### src/rtl/ssd_pkg.sv
// rtl/ssd_pkg.sv - shared constants for the mm:ss seven-segment display stage
package ssd_pkg;

  localparam logic [6:0] SEG_BLANK = 7'h00;

  // Segment patterns for BCD 0..9, bit order g..a, active-high.
  localparam logic [6:0] SEG_TABLE [10] = '{
    7'h3F, 7'h06, 7'h5B, 7'h4F, 7'h66,
    7'h6D, 7'h7D, 7'h07, 7'h7F, 7'h6F
  };

  localparam logic [1:0] D_SEC0 = 2'd0;
  localparam logic [1:0] D_SEC1 = 2'd1;
  localparam logic [1:0] D_MIN0 = 2'd2;
  localparam logic [1:0] D_MIN1 = 2'd3;

endpackage

### src/rtl/bcd_to_ssd.sv
// rtl/bcd_to_ssd.sv - combinational BCD digit to segment decoder, blank above 9
module bcd_to_ssd
  import ssd_pkg::*;
(
  input  logic [3:0] bcd,
  output logic [6:0] seg
);

  always_comb begin
    seg = SEG_BLANK;
    if (bcd <= 4'd9) begin
      seg = SEG_TABLE[bcd];
    end
  end

endmodule

### src/rtl/ssd_display_driver.sv
// rtl/ssd_display_driver.sv - double-buffered two-port multiplexed SSD driver
module ssd_display_driver
  import ssd_pkg::*;
#(
  parameter int REFRESH_DIV = 65536,
  parameter int BLINK_DIV   = 64
) (
  input  logic        sysclk,
  input  logic        rst,
  input  logic [15:0] digits_in,
  input  logic        load,
  output logic        load_ack,
  input  logic        blank_lead,
  input  logic [3:0]  blink_mask,
  output logic        frame_sync,
  output logic [7:0]  jc,
  output logic [7:0]  jd
);

  localparam int RW = $clog2(REFRESH_DIV);
  localparam int BW = (BLINK_DIV > 1) ? $clog2(BLINK_DIV) : 1;
  localparam logic [RW-1:0] REF_LAST = RW'(REFRESH_DIV - 1);
  localparam logic [BW-1:0] BLK_LAST = BW'(BLINK_DIV - 1);

  logic [RW-1:0] ref_cnt;
  logic [BW-1:0] blk_cnt;
  logic          phase;
  logic          blink_on;
  logic [15:0]   pending;
  logic [15:0]   disp;
  logic          pend_vld;

  logic          ref_tc;
  logic          boundary;
  logic          blk_wrap;
  logic [3:0]    jc_bcd;
  logic [3:0]    jd_bcd;
  logic          jc_blank;
  logic          jd_blank;
  logic [6:0]    jc_seg;
  logic [6:0]    jd_seg;

  assign ref_tc   = (ref_cnt == REF_LAST);
  assign boundary = ref_tc && phase;
  assign blk_wrap = (blk_cnt == BLK_LAST);

  // Lane selection: phase 0 shows the units digits, phase 1 the tens digits.
  always_comb begin
    jc_bcd   = disp[3:0];
    jd_bcd   = disp[11:8];
    jc_blank = !blink_on && blink_mask[D_SEC0];
    jd_blank = !blink_on && blink_mask[D_MIN0];
    if (phase) begin
      jc_bcd   = disp[7:4];
      jd_bcd   = disp[15:12];
      jc_blank = !blink_on && blink_mask[D_SEC1];
      jd_blank = (!blink_on && blink_mask[D_MIN1]) || (blank_lead && (disp[15:12] == 4'd0));
    end
  end

  bcd_to_ssd u_dec_jc (
    .bcd (jc_bcd),
    .seg (jc_seg)
  );

  bcd_to_ssd u_dec_jd (
    .bcd (jd_bcd),
    .seg (jd_seg)
  );

  always_ff @(posedge sysclk or posedge rst) begin
    if (rst) begin
      ref_cnt    <= '0;
      blk_cnt    <= '0;
      phase      <= 1'b0;
      blink_on   <= 1'b1;
      pending    <= 16'h0000;
      disp       <= 16'h0000;
      pend_vld   <= 1'b0;
      load_ack   <= 1'b0;
      frame_sync <= 1'b0;
      jc         <= 8'h00;
      jd         <= 8'h00;
    end else begin
      ref_cnt    <= ref_tc ? '0 : ref_cnt + RW'(1);
      frame_sync <= boundary;
      load_ack   <= load;
      if (ref_tc) begin
        phase <= ~phase;
      end
      if (boundary) begin
        blk_cnt <= blk_wrap ? '0 : blk_cnt + BW'(1);
        if (blk_wrap) begin
          blink_on <= ~blink_on;
        end
      end
      // A load landing on the boundary cycle stays pending; disp takes the older word.
      if (boundary && pend_vld) begin
        disp <= pending;
      end
      if (load) begin
        pending  <= digits_in;
        pend_vld <= 1'b1;
      end else if (boundary) begin
        pend_vld <= 1'b0;
      end
      jc <= {phase, jc_blank ? SEG_BLANK : jc_seg};
      jd <= {phase, jd_blank ? SEG_BLANK : jd_seg};
    end
  end

endmodule
### config.mk
export PLATFORM = sky130hd
export DESIGN_NAME = ssd_display_driver
export DESIGN_NICKNAME = d
export VERILOG_FILES = /design/src/rtl/ssd_pkg.sv /design/src/rtl/bcd_to_ssd.sv /design/src/rtl/ssd_display_driver.sv
export SDC_FILE = /design/constraint.sdc
export NUM_CORES = 1
export LEC_CHECK = 0
export ABC_CLOCK_PERIOD_IN_PS = 3200
export CORE_MARGIN = 4
export CORE_UTILIZATION = 55
export CTS_BUF_LIST = sky130_fd_sc_hd__clkbuf_16
export CTS_CLUSTER_DIAMETER = 80
export DETAILED_ROUTE_END_ITERATION = 8
export PLACE_DENSITY = 0.84
export SLEW_MARGIN = 10
export SYNTH_ARGS = -nofsm -noshare
export SYNTH_HDL_FRONTEND = slang
export SYNTH_SLANG_ARGS = --single-unit
### constraint.sdc
create_clock -name sysclk -period 3.2 [get_ports sysclk]
set_input_delay 0.48 -clock sysclk [delete_from_list [all_inputs] [get_ports sysclk]]
set_output_delay 0.48 -clock sysclk [all_outputs]
set_load 0.02 [all_outputs]
==> run summary <==
The run finished with clean final reports. The dominant synthesized flop cell is sky130_fd_sc_hd__dfrtp_1. The library cell used most frequently in the layout, excluding fill and tap cells, is sky130_fd_sc_hd__dfrtp_1. The remaining routing DRC violations came out at 0. The number of max-slew violations in the final report is 0, and the final weighted congestion of routability-driven global placement is 0.863. The standard cell core area came out at 5920 µm². Setup violations remaining at the end of the flow were counted as 0. The tools report the hold violation total from the final report as 0. Of all nets on the critical path, the largest fanout is 17. In this run, the number of DRC markers left after iteration 0 of detailed routing was 150. Measured along the x axis, the die boundary spans 86.3 µm. When the netlist entered floorplanning its net count stood at 303. The critical path's largest stage delay was 790 ps.

The worst path meets setup with 702 ps of slack. Of the total power, the share spent switching nets is 21.0%. The HPWL after detailed placement is 4270 µm. In this design, the critical path's most frequently occurring cell is sky130_fd_sc_hd__nor2_1.

Setup repair after global routing left no endpoint under its margin. Entering global routing, the biggest net connects 29 pins. The first detailed-routing pass ran for 4 iterations. For the clock latency on the worst-skew pair, the log shows 330 ps. For this configuration, the core starts out at a cell density of 56.9%. Summed over all cells, the static leakage comes to 1.91 nW. Maximum resistive drop on vdd: 0.000426 V.

Nature of the critical path startpoint: a register. Path class of the lowest-slack min-delay path: reg -> reg. The first global-routing pass estimated 10100 µm of wire. The part of the Yosys area used for sequential elements was 55.0%; the combinational group share of total power was 5.7%. Cell internal power was estimated by the tool at 1.53 mW. The number of I/O pins came out at 42. The number of buffers inserted by port buffering was 41. In the layout the commonest cells are sky130_fd_sc_hd__dfrtp_1, sky130_fd_sc_hd__clkdlybuf4s50_1, sky130_fd_sc_hd__mux2_2, sky130_fd_sc_hd__a21oi_1, sky130_fd_sc_hd__nor2_1. The clock passes through at most 2 buffers. The mean instance size in the synthesized netlist was 12.7 µm²; the number of distinct standard cells referenced by the synthesized netlist was 41. The number of instances in the synthesized netlist is 265. The final total negative setup slack is 0 ps. Of the available clock period, the critical path in the final layout requires 78.1%. Yosys synthesis warning count: 0. The shortest clock period the worst path allows after layout was 2500 ps; the netlist area before placement was 3370 µm². The signal on the critical path passes through mux2i_1 -> inv_1 -> ha_1 -> nor2_1 -> nor2_1 -> o22ai_1 -> a211oi_1.

The transition time at the pin with the least slew margin was 742 ps; the area overhead of the layout relative to synthesis was 22.1%. The cell family with the largest share of critical-path delay is flip-flops. In this run the core area contains 28 standard-cell rows. Data arrives at the worst endpoint at 2670 ps. The logs give 9 for the clock buffer count from CTS and 0 for the total congestion overflow. Post-CTS timing repair inserted 0 buffers for setup. In this run, post-CTS hold repair placed 0 buffers.

The number of storage elements in the synthesis netlist was 74; the net load switching power was 407 µW. Detailed routing inserted a total of 2164 vias. The cell sitting at the root of the clock tree is a sky130_fd_sc_hd__clkbuf_16. The buffers plus inverters on the worst setup path was 1. The count of nets left with antenna violations once routing finished came out at 0. OpenSTA, run right after detailed placement, puts the worst setup slack at 756 ps. Critical path class: reg -> reg.

Clock tree synthesis found a total of 74 sinks. The fraction of layout instances using a drive strength above 1 was 19.2%; the worst relative slew slack was 49.1%. After clock tree synthesis, the clock-pin slew on the worst setup and hold paths is 50 ps. Leaving out filler cells and counting taps, the final layout contains 392.

The power share of the clock group is 43.8%, and the count of flip-flops with a built-in enable after synthesis is 0. The number of gates resized after CTS was 0. The final net count was 351. STA classifies the critical path endpoint as a register. Between clock sinks in the finished design, the worst skew comes to 4.31 ps. For the worst setup path, the data required time is 3370 ps. The logs give 2092 for the number of global-route vias before repair and 7440 µm² for the area of the die. The tool flagged a number of max-cap violations equal to 0. TritonCTS built the clock tree. The share of synthesized flip-flops with an asynchronous set or reset was 100%; the H-tree depth was 3. 0 antenna diodes ended up in the layout. The minimum hold slack is 478 ps. The chip height works out to 86.3 µm. The average via count per standard cell is 5.52.

Initial antenna violation count: 0. After detailed routing, the average wire length per cell comes to 15.3 µm. The run gives 5980 µm as the total wirelength of the detailed-routed design. The portion of total power attributed to sequential cells came out at 50.4%. Library cell contributing the largest single delay on the critical path: sky130_fd_sc_hd__dfrtp_1.

Dividing total power by cell area gives a power density of 472 nW/µm². Across every metal layer, demand over resource in global routing totals 17.7%. Counting tap cells, the placed design contains a total of 377 instances.

Derived from the worst setup path, the maximum achievable clock frequency is 400 MHz.
==> final cells by class <==
| class | count | area (µm²) |
|---|---|---|
| Inverter | 9 | 33.8 |
| Fill cell | 411 | 1810 |
| Timing Repair Buffer | 44 | 433 |
| Clock buffer | 9 | 225 |
| Clock inverter | 6 | 28.8 |
| Sequential cell | 74 | 1850 |
| Multi-Input combinational cell | 175 | 1450 |
| Tap cell | 75 | 93.8 |
==> path summary, 6_finish.rpt <==
kind | endpoint | slack (ps) | cells after the start | start
max reg2reg | jd[4]$_DFF_PP0_ | 700 | 7 | phase$_DFFE_PP0N_
min reg2reg | ref_cnt[0]$_DFF_PP0_ | 480 | 1 | ref_cnt[0]$_DFF_PP0_
min in group asynchronous | jc[0]$_DFF_PP0_ | 530 | 2 | rst
max in group asynchronous | blink_on$_DFFE_PP1P_ | 1920 | 3 | rst
min | ref_cnt[0]$_DFF_PP0_ | 480 | 1 | ref_cnt[0]$_DFF_PP0_
max | jd[4]$_DFF_PP0_ | 700 | 7 | phase$_DFFE_PP0N_
==> power groups by stage <==
stage | Clock (mW) | Sequential (mW) | Combinational (mW)
2_1_floorplan | 0 | 1.00 | 0.0450
3_3_place_gp | 0 | 0.994 | 0.110
3_5_place_dp | 0 | 0.995 | 0.113
4_1_cts | 0.871 | 0.979 | 0.114
5_1_grt | 0.912 | 0.983 | 0.121
6_report | 0.851 | 0.979 | 0.111
==> per-stage QoR <==
stage          area [µm²]  utilization, %  total power [mW]
2_1_floorplan        3370               -              1.05
3_5_place_dp         3860            65.2              1.11
6_report             4110            69.5              1.94
4_1_cts              4110            69.5              1.96
3_3_place_gp         3860            65.2              1.10
5_1_grt              4110            69.5              2.02
==> worst reg2reg max path: cells and delay by family (launching register included) <==
kind            cells  cell delay (ps)
mux                 1              490
flops               1              790
fa+ha+maj           1              230
simple gates        2              160
compound gates      2              520
buf+inv             1              150
==> metal layers <==
metal	wire, µm	track usage, %	up-vias	share of wire (%)
met5	0	0	-	0
met4	116	7.65	0	1.9
met3	278	4.18	9	4.6
met2	2850	27.8	54	48
met1	2740	23.5	1064	46
li1	-	-	1037	-
==> synth_stat cells, types with 3 or more instances <==
library cell,instances,share of area (%)
sky130_fd_sc_hd__and4_1,3,0.78
sky130_fd_sc_hd__nor2_1,15,1.7
sky130_fd_sc_hd__nand4_1,6,1.1
sky130_fd_sc_hd__mux2_4,10,4.5
sky130_fd_sc_hd__nand2_1,13,1.4
sky130_fd_sc_hd__inv_1,9,1.0
sky130_fd_sc_hd__mux2_2,29,9.7
sky130_fd_sc_hd__clkbuf_1,4,0.45
sky130_fd_sc_hd__nor4_1,6,1.1
sky130_fd_sc_hd__ha_1,14,5.2
sky130_fd_sc_hd__dfrtp_1,73,54
sky130_fd_sc_hd__o21ai_0,5,0.74
sky130_fd_sc_hd__nand3_1,6,0.89
sky130_fd_sc_hd__a21oi_1,16,2.4
sky130_fd_sc_hd__xor2_1,4,1.0
sky130_fd_sc_hd__xnor2_1,13,3.4
sky130_fd_sc_hd__mux2i_1,7,2.1
==> registers in the layout, summed over array words and instances (netlist names) <==
| signal | count |
|---|---|
| blink_on | 1 |
| blk_cnt | 6 |
| disp | 16 |
| frame_sync | 1 |
| jc | 8 |
| jd | 7 |
| load_ack | 1 |
| pend_vld | 1 |
| pending | 16 |
| phase | 1 |
| ref_cnt | 16 |
==> logic make-up after synthesis <==
group / after synthesis / share of synthesized area [%]
AND/OR/NAND/NOR: 64 / 11.1
XOR/XNOR: 17 / 4.42
multiplexers: 46 / 16.2
adder cells (fa/ha/maj): 14 / 5.20
flip-flops: 74 / 55.0
AO/OA/AOI/OAI: 34 / 5.98
buffers and inverters: 16 / 2.12
(Power assumes the default switching activity.)
